==> src/rtl/pit_ctrl_unit_pkg.sv <==
// Shared types for the 8254-style timer control unit:
// control-word layout, command codes, status bit positions.
package pit_pkg;

  typedef enum logic [1:0] {
    RW_LATCH = 2'b00,
    RW_LSB   = 2'b01,
    RW_MSB   = 2'b10,
    RW_WORD  = 2'b11
  } rw_e;

  typedef enum logic [2:0] {
    M_INTR     = 3'd0,
    M_ONESHOT  = 3'd1,
    M_RATE     = 3'd2,
    M_SQUARE   = 3'd3,
    M_SWSTB    = 3'd4,
    M_HWSTB    = 3'd5,
    M_RATE_X   = 3'd6,
    M_SQUARE_X = 3'd7
  } mode_e;

  typedef struct packed {
    rw_e   rw;
    mode_e m;
    logic  bcd;
  } ctrl_t;

  localparam logic [1:0] SC_READBACK = 2'b11;

  localparam ctrl_t CTRL_RST = '{
    rw: RW_WORD, m: M_INTR, bcd: 1'b0
  };

  localparam int ST_OUT  = 7;
  localparam int ST_NULL = 6;

  function automatic logic [7:0] mkStatus(
    input logic  outPin,
    input logic  nullCnt,
    input ctrl_t ctrl
  );
    logic [7:0] s;
    s = {2'b00, ctrl};
    s[ST_OUT]  = outPin;
    s[ST_NULL] = nullCnt;
    return s;
  endfunction

endpackage

==> src/rtl/pit_ctrl_unit_if.sv <==
// Bus-side port bundle of the timer control unit.
// Write strobes, data and counter select in; read-side status out.
interface pit_bus_if #(
  parameter int NUM_BANKS = 1
);
  localparam int BW = (NUM_BANKS > 1) ? $clog2(NUM_BANKS) : 1;

  logic [7:0]    DIN;
  logic [BW-1:0] BANK;
  logic          CTRL_WR;
  logic          CNT_WR;
  logic          CNT_RD;
  logic [1:0]    CNT_SEL;
  logic          RD_STATUS;
  logic          RD_MSB;
  logic [7:0]    STATUS_BYTE;

  modport master (
    output DIN, BANK, CTRL_WR, CNT_WR, CNT_RD, CNT_SEL,
    input  RD_STATUS, RD_MSB, STATUS_BYTE
  );

  modport slave (
    input  DIN, BANK, CTRL_WR, CNT_WR, CNT_RD, CNT_SEL,
    output RD_STATUS, RD_MSB, STATUS_BYTE
  );
endinterface

==> src/rtl/pit_ctrl_unit_chan_ctrl.sv <==
// Per-counter control state: mode word, byte pointers, latch/status
// pending, captured status and null-count. Inputs are decoded commands.
module pit_chan_ctrl
  import pit_pkg::*;
(
  input  logic       clk,
  input  logic       rst,
  input  logic       prog,
  input  ctrl_t      newCtrl,
  input  logic       latchCmd,
  input  logic       statCmd,
  input  logic       wr,
  input  logic       rd,
  input  logic       outPin,
  input  logic       loaded,
  output ctrl_t      ctrl,
  output logic       chgPulse,
  output logic       latchPulse,
  output logic       latched,
  output logic       wrMsb,
  output logic       rdMsb,
  output logic       statPend,
  output logic [7:0] statusQ
);

  logic nullQ;
  logic isWord;
  logic newMsb;

  assign isWord = (ctrl.rw == RW_WORD);
  assign newMsb = (newCtrl.rw == RW_MSB);

  // Statement order matters: the bus read is applied first,
  // a same-cycle program write then overrides it.
  always_ff @(posedge clk or posedge rst) begin
    if (rst) begin
      ctrl       <= CTRL_RST;
      chgPulse   <= 1'b0;
      latchPulse <= 1'b0;
      latched    <= 1'b0;
      wrMsb      <= 1'b0;
      rdMsb      <= 1'b0;
      statPend   <= 1'b0;
      statusQ    <= 8'h00;
      nullQ      <= 1'b1;
    end else begin
      chgPulse   <= prog;
      latchPulse <= latchCmd && !latched;
      if (loaded)
        nullQ <= 1'b0;
      if (wr && isWord)
        wrMsb <= !wrMsb;
      if (rd) begin
        if (statPend) begin
          statPend <= 1'b0;
        end else begin
          if (isWord)
            rdMsb <= !rdMsb;
          if (!isWord || rdMsb)
            latched <= 1'b0;
        end
      end
      if (latchCmd && !latched)
        latched <= 1'b1;
      if (statCmd && !statPend) begin
        statusQ  <= mkStatus(outPin, nullQ, ctrl);
        statPend <= 1'b1;
      end
      if (prog) begin
        ctrl     <= newCtrl;
        nullQ    <= 1'b1;
        wrMsb    <= newMsb;
        rdMsb    <= newMsb;
        latched  <= 1'b0;
        statPend <= 1'b0;
      end
    end
  end

endmodule

==> src/rtl/pit_ctrl_unit.sv <==
// Control-word unit for a multi-bank 8254-style timer: decodes
// bus writes into per-counter commands, muxes the selected read state.
module pit_ctrl_unit
  import pit_pkg::*;
#(
  parameter int NUM_BANKS   = 1,
  parameter bit READBACK_EN = 1'b1
) (
  input  logic                   CLK,
  input  logic                   RST,
  pit_bus_if.slave               bus,
  input  logic [3*NUM_BANKS-1:0] OUT_PIN,
  input  logic [3*NUM_BANKS-1:0] CNT_LOADED,
  output logic [18*NUM_BANKS-1:0] CTRL_WORD,
  output logic [3*NUM_BANKS-1:0] CHG_CTRL,
  output logic [3*NUM_BANKS-1:0] CNT_LATCH,
  output logic [3*NUM_BANKS-1:0] CNT_LATCHED,
  output logic [3*NUM_BANKS-1:0] WR_MSB
);

  localparam int N  = 3 * NUM_BANKS;
  localparam int BW = (NUM_BANKS > 1) ? $clog2(NUM_BANKS) : 1;
  localparam logic [BW:0] NB = (BW+1)'(NUM_BANKS);

  logic       bankOk;
  logic [1:0] sc;
  logic       isRb;
  logic       rbOk;
  logic       isLatch;
  ctrl_t      newCtrl;
  logic       rsvdUnused;

  logic [N-1:0] prog, latchCmd, statCmd;
  logic [N-1:0] wr, rd, hit;
  logic [N-1:0] rdMsbV, statPendV;
  ctrl_t        ctrlV   [N];
  logic [7:0]   statusV [N];

  assign bankOk     = ({1'b0, bus.BANK} < NB);
  assign sc         = bus.DIN[7:6];
  assign isRb       = (sc == SC_READBACK);
  assign rbOk       = isRb && READBACK_EN;
  assign isLatch    = (bus.DIN[5:4] == RW_LATCH);
  assign newCtrl    = ctrl_t'(bus.DIN[5:0]);
  assign rsvdUnused = bus.DIN[0];

  for (genvar j = 0; j < N; j++) begin : g_chan
    localparam int B = j / 3;
    localparam int I = j % 3;
    logic bankHit, ctrlHit, scHit, rbSel;

    assign bankHit = bankOk && (bus.BANK == BW'(B));
    assign ctrlHit = bus.CTRL_WR && bankHit;
    assign scHit   = !isRb && (sc == 2'(I));
    assign rbSel   = rbOk && bus.DIN[I+1];
    assign hit[j]  = bankHit && (bus.CNT_SEL == 2'(I));

    assign prog[j]     = ctrlHit && scHit && !isLatch;
    assign latchCmd[j] = ctrlHit &&
      ((scHit && isLatch) || (rbSel && !bus.DIN[5]));
    assign statCmd[j]  = ctrlHit && rbSel && !bus.DIN[4];
    // A control write takes the cycle; a coincident count byte is lost.
    assign wr[j] = bus.CNT_WR && !bus.CTRL_WR && hit[j];
    assign rd[j] = bus.CNT_RD && hit[j];

    pit_chan_ctrl u_chan (
      .clk        (CLK),
      .rst        (RST),
      .prog       (prog[j]),
      .newCtrl    (newCtrl),
      .latchCmd   (latchCmd[j]),
      .statCmd    (statCmd[j]),
      .wr         (wr[j]),
      .rd         (rd[j]),
      .outPin     (OUT_PIN[j]),
      .loaded     (CNT_LOADED[j]),
      .ctrl       (ctrlV[j]),
      .chgPulse   (CHG_CTRL[j]),
      .latchPulse (CNT_LATCH[j]),
      .latched    (CNT_LATCHED[j]),
      .wrMsb      (WR_MSB[j]),
      .rdMsb      (rdMsbV[j]),
      .statPend   (statPendV[j]),
      .statusQ    (statusV[j])
    );

    assign CTRL_WORD[6*j +: 6] = ctrlV[j];
  end

  always_comb begin
    bus.RD_STATUS   = 1'b0;
    bus.RD_MSB      = 1'b0;
    bus.STATUS_BYTE = 8'h00;
    for (int j = 0; j < N; j++) begin
      if (hit[j]) begin
        bus.RD_STATUS   = statPendV[j];
        bus.RD_MSB      = rdMsbV[j];
        bus.STATUS_BYTE = statusV[j];
      end
    end
  end

endmodule
==> src/flat_wrapper.sv <==
// flat-port wrapper written by rule: the top's interface ports become plain ports
module pit_ctrl_unit_flat import pit_pkg::*;
#(
  parameter int NUM_BANKS   = 1,
  parameter bit READBACK_EN = 1'b1
)
  (CLK, RST, OUT_PIN, CNT_LOADED, CTRL_WORD, CHG_CTRL, CNT_LATCH, CNT_LATCHED, WR_MSB, bus_DIN, bus_BANK, bus_CTRL_WR, bus_CNT_WR, bus_CNT_RD, bus_CNT_SEL, bus_RD_STATUS, bus_RD_MSB, bus_STATUS_BYTE);
  pit_bus_if #(.NUM_BANKS(NUM_BANKS)) bus_i ();
  input  logic CLK;
  input  logic RST;
  input  logic [3*NUM_BANKS-1:0] OUT_PIN;
  input  logic [3*NUM_BANKS-1:0] CNT_LOADED;
  output logic [18*NUM_BANKS-1:0] CTRL_WORD;
  output logic [3*NUM_BANKS-1:0] CHG_CTRL;
  output logic [3*NUM_BANKS-1:0] CNT_LATCH;
  output logic [3*NUM_BANKS-1:0] CNT_LATCHED;
  output logic [3*NUM_BANKS-1:0] WR_MSB;
  input wire logic [$bits(bus_i.DIN)-1:0] bus_DIN;
  input wire logic [$bits(bus_i.BANK)-1:0] bus_BANK;
  input wire logic [$bits(bus_i.CTRL_WR)-1:0] bus_CTRL_WR;
  input wire logic [$bits(bus_i.CNT_WR)-1:0] bus_CNT_WR;
  input wire logic [$bits(bus_i.CNT_RD)-1:0] bus_CNT_RD;
  input wire logic [$bits(bus_i.CNT_SEL)-1:0] bus_CNT_SEL;
  output wire logic [$bits(bus_i.RD_STATUS)-1:0] bus_RD_STATUS;
  output wire logic [$bits(bus_i.RD_MSB)-1:0] bus_RD_MSB;
  output wire logic [$bits(bus_i.STATUS_BYTE)-1:0] bus_STATUS_BYTE;
  assign bus_i.DIN = bus_DIN;
  assign bus_i.BANK = bus_BANK;
  assign bus_i.CTRL_WR = bus_CTRL_WR;
  assign bus_i.CNT_WR = bus_CNT_WR;
  assign bus_i.CNT_RD = bus_CNT_RD;
  assign bus_i.CNT_SEL = bus_CNT_SEL;
  assign bus_RD_STATUS = bus_i.RD_STATUS;
  assign bus_RD_MSB = bus_i.RD_MSB;
  assign bus_STATUS_BYTE = bus_i.STATUS_BYTE;
  pit_ctrl_unit #(.NUM_BANKS(NUM_BANKS), .READBACK_EN(READBACK_EN)) u_core (.CLK(CLK), .RST(RST), .bus(bus_i), .OUT_PIN(OUT_PIN), .CNT_LOADED(CNT_LOADED), .CTRL_WORD(CTRL_WORD), .CHG_CTRL(CHG_CTRL), .CNT_LATCH(CNT_LATCH), .CNT_LATCHED(CNT_LATCHED), .WR_MSB(WR_MSB));
endmodule
==> config.mk <==
export PLATFORM = sky130hd
export DESIGN_NAME = pit_ctrl_unit_flat
export DESIGN_NICKNAME = d
export VERILOG_FILES = /design/src/rtl/pit_ctrl_unit_pkg.sv /design/src/rtl/pit_ctrl_unit_if.sv /design/src/rtl/pit_ctrl_unit_chan_ctrl.sv /design/src/rtl/pit_ctrl_unit.sv /design/src/flat_wrapper.sv
export SDC_FILE = /design/constraint.sdc
export NUM_CORES = 1
export LEC_CHECK = 0
export ABC_AREA = 1
export CELL_PAD_IN_SITES_DETAIL_PLACEMENT = 0
export CELL_PAD_IN_SITES_GLOBAL_PLACEMENT = 1
export CORE_MARGIN = 3
export CORE_UTILIZATION = 40
export CTS_BUF_LIST = sky130_fd_sc_hd__clkbuf_4 sky130_fd_sc_hd__clkbuf_8
export CTS_CLUSTER_DIAMETER = 120
export CTS_CLUSTER_SIZE = 30
export DETAILED_ROUTE_END_ITERATION = 8
export PLACE_DENSITY_LB_ADDON = 0.1
export SLEW_MARGIN = 20
export SYNTH_ARGS = -nofsm -noshare
export SYNTH_HDL_FRONTEND = slang
export SYNTH_HIERARCHICAL = 1
export SYNTH_SLANG_ARGS = --single-unit
==> constraint.sdc <==
create_clock -name CLK -period 1.1 [get_ports CLK]
set_input_delay 0.11 -clock CLK [delete_from_list [all_inputs] [get_ports CLK]]
set_output_delay 0.11 -clock CLK [all_outputs]
set_load 0.01 [all_outputs]
## Yosys cells after proc, flatten, opt, wreduce, memory -nomap -nowiden

Cells that the tools add are included.

- Register bits: 63
- Input bits: 22
- Output and inout bits: 40
- Logic and storage cells: 211

- $lt $le $gt $ge: 1
- Eq/ne operators: 15
- Multiplexer cells: 57
- Bitwise operators: 1
- Reduce and logical (&&, ||, !) cells: 104

Operators by type and width:

| operator | count |
|---|---|
| 1-bit two-way mux | 54 |
| 1-bit logical AND | 48 |
| 3-bit nonzero test | 9 |
| 8-bit two-way mux | 3 |
| 2-bit nonzero test | 12 |
| 1-bit logical NOT | 20 |
| 3-bit AND reduction | 6 |
| 2-bit equality test, second input constant | 7 |
| 3-bit by 2-bit != test with 1-bit output, second input constant | 3 |
| 2-bit logical NOT | 3 |
| 1-bit logical OR | 6 |
| 2-bit != test, second input constant | 3 |
| 2-bit by 1-bit equality test with 1-bit output, second input constant | 2 |
| 1-bit < comparator, second input constant | 1 |
| 1-bit inverter | 1 |

## Longest topological paths before layout

Gate-level depths: netlist of run 1.

- Depth in word-level cells: 9
- Mapped depth: 10
- Gate-level depth less buffers: 9

## Cells and area by module

The synthesis of run 1 kept the hierarchy.

By module, submodules not included:

| module | times used | cells an instance | area an instance (um2) | sequential area each (um2) |
|---|---|---|---|---|
| pit_chan_ctrl | 3 | 96 | 932.1 | 529.3 |
| pit_ctrl_unit | 1 | 88 | 434.2 | 0.0 |

## Worst setup path after synthesis of run 1

No wires, ideal clock.

- Kind: input to register
- Start: input bus_CTRL_WR
- End: register u_core.g_chan[0].u_chan.latched
- Setup time: 117 ps
- Arrival: 933 ps
- Data required time: 983 ps
- Path slack: 50 ps
- Stages: 10
- Buffers on the path: 1
- Path through: inv_1 nor2_1 o21ai_0 nor2_1 buf_6 inv_2 nand2_1 nand2_1 nand2_1 nand2_1

- Cells in the longest elaborated chain, start to end: 5
- Elaborated cells between the ends (all ways): 11
- Classes of those cells: eq/ne: 1; mux: 2; reduce/logical: 8

RTL lines:

| item | RTL line | source |
|---|---|---|
| start, declared | flat_wrapper.sv:20 | `input wire logic [$bits(bus_i.CTRL_WR)-1:0] bus_CTRL_WR;` |
| 1-bit logical AND (*) | pit_ctrl_unit.sv:53 | `assign ctrlHit = bus.CTRL_WR && bankHit;` |
| 1-bit logical AND (*) (2 in series) | pit_ctrl_unit.sv:58 | `assign prog[j] = ctrlHit && scHit && !isLatch;` |
| named net u_core.prog[0] | pit_ctrl_unit.sv:33 | `logic [N-1:0] prog, latchCmd, statCmd;` |
| 3-bit by 2-bit != test with 1-bit output (no line) / 3-bit nonzero test (equally long branches) | - |  |
| 3-bit AND reduction (no line) | - |  |
| end signal, assigned | pit_ctrl_unit_chan_ctrl.sv:60 | `latched <= 1'b0;` |
| end signal, assigned | pit_ctrl_unit_chan_ctrl.sv:64 | `latched <= 1'b1;` |
| end signal, assigned | pit_ctrl_unit_chan_ctrl.sv:74 | `latched <= 1'b0;` |
| end, declared | pit_ctrl_unit_chan_ctrl.sv:19 | `output logic latched,` |

The timed path passes the listed nets; every way through them passes the cells marked *.
A chain may end at the register's enable or synchronous reset.

## Final worst setup path of run 1

- Start: register u_core.g_chan[2].u_chan.rdMsb
- End: output bus_RD_MSB

- Cells in the longest elaborated chain, start to end: 1

RTL lines:

| item | RTL line | source |
|---|---|---|
| start, declared | pit_ctrl_unit_chan_ctrl.sv:21 | `output logic rdMsb,` |
| start signal, assigned | pit_ctrl_unit_chan_ctrl.sv:58 | `rdMsb <= !rdMsb;` |
| start signal, assigned | pit_ctrl_unit_chan_ctrl.sv:73 | `rdMsb <= newMsb;` |
| 1-bit two-way mux | pit_ctrl_unit.sv:95 | `if (hit[j]) begin` |
| end, declared | flat_wrapper.sv:25 | `output wire logic [$bits(bus_i.RD_MSB)-1:0] bus_RD_MSB;` |

Every way passes these cells.

==> impl_metrics.yaml, run 1 <==
grt:
  antenna_found_initial: 0
  grt_usage_pct: 21.12
  grt_pass1_wl_um: 14260
  grt-ovfl-total: 0
  grt_pass1_vias: 2748
  grt_max_degree: 22
detailed_routing:
  drt-initial-drc-count: 126
  drc: 0
  vias_per_cell: 4.794
  wirelength_um: 9267
  postRouteAntennaNets: 0
  wl_per_cell_um: 15.29
  vias: 2905
  drt-pass1-iter-count: 4
worst_setup_path:
  worstSetupEndpoint: "bus_RD_MSB"
  r2r-end: "u_core/g_chan[1].u_chan/wrMsb"
  required_ns: 0.99
  critical-path-max-stage-delay_ns: 0.39
  cp-end-kind: "output pin"
  crit_type: "reg2out"
  rrSetupSlack_ns: 0.03
  worstPathMaxFanout: 2
  r2r_cells: 7
  r2r_start: "u_core/g_chan[1].u_chan/ctrl[5]"
  path_cells: "nand4_1, nand3_2, buf_6"
  start_kind: "flop"
  cp.arrival_ns: 1.06
  startpoint: "u_core/g_chan[2].u_chan/rdMsb"
  slowest_stage: "dfrtp_1"
timing:
  fin_crit_ns: 1.172
  timing.setup.tns_ns: -0.4802
  fin_ws_ns: -0.07232
  rsz0062_at_grt: "yes"
  maxSlewHeadroom_pct: 80.86
  finalCritPeriodShare_pct: 106.6
  skew_ns: 0.01153
  hold_violations: 0
  tightest_slew_ns: 0.2862
  setup_viol: 12
  fmax_ghz: 0.8530
  drv_slew: 0
run_status:
  outcome: "finished with violations"
  violations: "negative setup slack"
floorplan:
  start_util_pct: 41.59
  num_rows: 32
  io_pins: 62
  die-area_um2: 9191
  core_um2: 7767
  die_w_um: 95.87
  die_h_um: 95.87
synthesis:
  ys_top_cells_by_area: "dfrtp_1, nand2_1, nand3_1, dfstp_2, o21ai_2"
  synth_nets: 398
  synth_common_cells: "nand2_1, dfrtp_1, nand3_1"
  syn_area_per_cell_um2: 8.592
  synth.distinct_cells: 21
  yosysTopAreaCell: "dfrtp_1"
  yosysSeqAreaShare_pct: 49.15
  async_reset_ff_share_pct: 100.0
  synth_cells: 376
  netlist_area_um2: 3231
  ys_ff_latch: 63
  ys_warn_count: 6
  yosysMostFrequentCell: "nand2_1"
  synth_edf_count: 0
  synthFlopType: "dfrtp_1"
  synth_top_cell_area_share_pct: 41.83
place:
  post-place-ws_ns: -0.7206
  gp_congestion: 0.8623
  detailed_place_hpwl_um: 6392
  port_buffers: 61
  dpl.cell_count: 572
min_path:
  holdCritPathClass: "in2async"
clock_tree:
  clk_pin_slew_ns: 0.08
  htree_levels: 3
  numCtsBuffers: 9
  clock_sink_count: 63
  clk_latency_ns: 0.34
  cts-root-buf: "clkbuf_8"
  cts_tree: "yes"
  ctsLongestPathBuffers: 2
finish:
  diodes: 0
  nFillCells: 683
  layout.nets: 522
  syn_to_final_growth_pct: 49.54
  final_util_pct: 62.19
  fin_cells: 606
  layout-drive-gt1-share_pct: 45.04
power:
  leakage_nw: 2.398
  p_per_area_nw_per_um2: 1578
  ir_drop_uv: 839.9
flow_run:
  maxCapViolations: 0
metrics by stage:
step                total power [W]  cell area (um^2)  hold WS (ns)
floorplan                  0.004142              3231       0.08430
global placement           0.005311              4263        0.4733
detailed placement         0.005326              4263        0.4717
CTS                        0.007583              4695        0.1636
global route               0.008057              4831        0.2052
finish                     0.007622              4831        0.1733
logic make-up after synthesis:
family | Yosys count | share of synthesized area [%]
AO/OA/AOI/OAI | 52 | 11.54
AND/OR/NAND/NOR | 192 | 27.77
flip-flops | 63 | 49.15
buffers and inverters | 69 | 11.54
final cells by class:
cell class,count,area (um^2),share of cell area [%]
clock buffer,12,158.9,3.289
inverter,53,214.0,4.429
tap,102,127.6,2.642
sequential,63,1588,32.87
timing repair buffer,126,1154,23.88
clock inverter,3,42.54,0.8806
multi-input combinational,247,1546,32.01
worst min path at each step:
stage,startpoint,to,slack [ns],cells past startpoint
after global placement,u_core/g_chan[0].u_chan/statusQ[2],u_core/g_chan[0].u_chan/statusQ[2],0.47,2
after global routing,RST,u_core/g_chan[1].u_chan/statusQ[6],0.21,3
after CTS,RST,u_core/g_chan[1].u_chan/statusQ[6],0.16,3
after floorplan,RST,u_core/g_chan[0].u_chan/chgPulse,0.08,1
after detailed placement,u_core/g_chan[1].u_chan/latched,u_core/g_chan[1].u_chan/latchPulse,0.47,1
final,RST,u_core/g_chan[1].u_chan/statusQ[6],0.17,3
power breakdown:
group | internal, W | switching, W
logic | 0.00120 | 0.00118
clock network | 0.00118 | 0.000913
registers | 0.00283 | 0.000320
sequential cells by signal, summed over array words and instances (netlist names):
register / cells
u_core/g_chan.u_chan/nullQ: 3
u_core/g_chan.u_chan/latchPulse: 3
u_core/g_chan.u_chan/wrMsb: 3
u_core/g_chan.u_chan/rdMsb: 3
u_core/g_chan.u_chan/statPend: 3
u_core/g_chan.u_chan/chgPulse: 3
u_core/g_chan.u_chan/ctrl: 18
u_core/g_chan.u_chan/statusQ: 24
u_core/g_chan.u_chan/latched: 3
per-layer routing:
layer / up-vias / share of wire [%] / GRT usage, %
met1: 1357 / 46 / 29.97
met3: 11 / 5.9 / 4.769
met5: - / 0 / 0
li1: 1455 / - / -
met4: 0 / 1.6 / 9.005
met2: 82 / 47 / 30.80
worst max-delay path, delay by kind of cell (launching register included):
family | cells | cell delay, ns
buf+inv | 1 | 0.13
simple gates | 2 | 0.20
flops | 1 | 0.39
cell usage in the layout (no fill, tap or decap), types with 9 or more instances in the layout:
master / count
nor2_1: 10
buf_6: 19
inv_1: 41
nand4_1: 10
nand2_1: 84
nand2_2: 14
dfrtp_1: 54
nand2_4: 13
buf_4: 47
nand3_1: 25
nand3_2: 24
o21ai_2: 22
o21ai_0: 15
clkdlybuf4s50_1: 12
o21ai_1: 9
clkbuf_8: 11
clkbuf_2: 15
dfstp_2: 9
repair_timing:
action / CTS / global route
cloned: 3 / 1
endpoints found under the setup margin: 99 / 75
hold buffers: 0 / 0
setup buffers: 12 / 3
pin swaps: 29 / 25
gates resized for setup: 174 / 65
No activity file was read; power rests on OpenSTA's default activity.
==> run 2, diff against run 1 <==
--- a/config.mk
+++ b/config.mk
@@ -14,6 +14,7 @@
 export CTS_CLUSTER_DIAMETER = 120
 export CTS_CLUSTER_SIZE = 30
 export DETAILED_ROUTE_END_ITERATION = 8
+export HOLD_SLACK_MARGIN = 0.02
 export PLACE_DENSITY_LB_ADDON = 0.1
 export SLEW_MARGIN = 20
 export SYNTH_ARGS = -nofsm -noshare
==> results of run 2 <==
Final layout, timing and power as in run 1 (identical DEF).
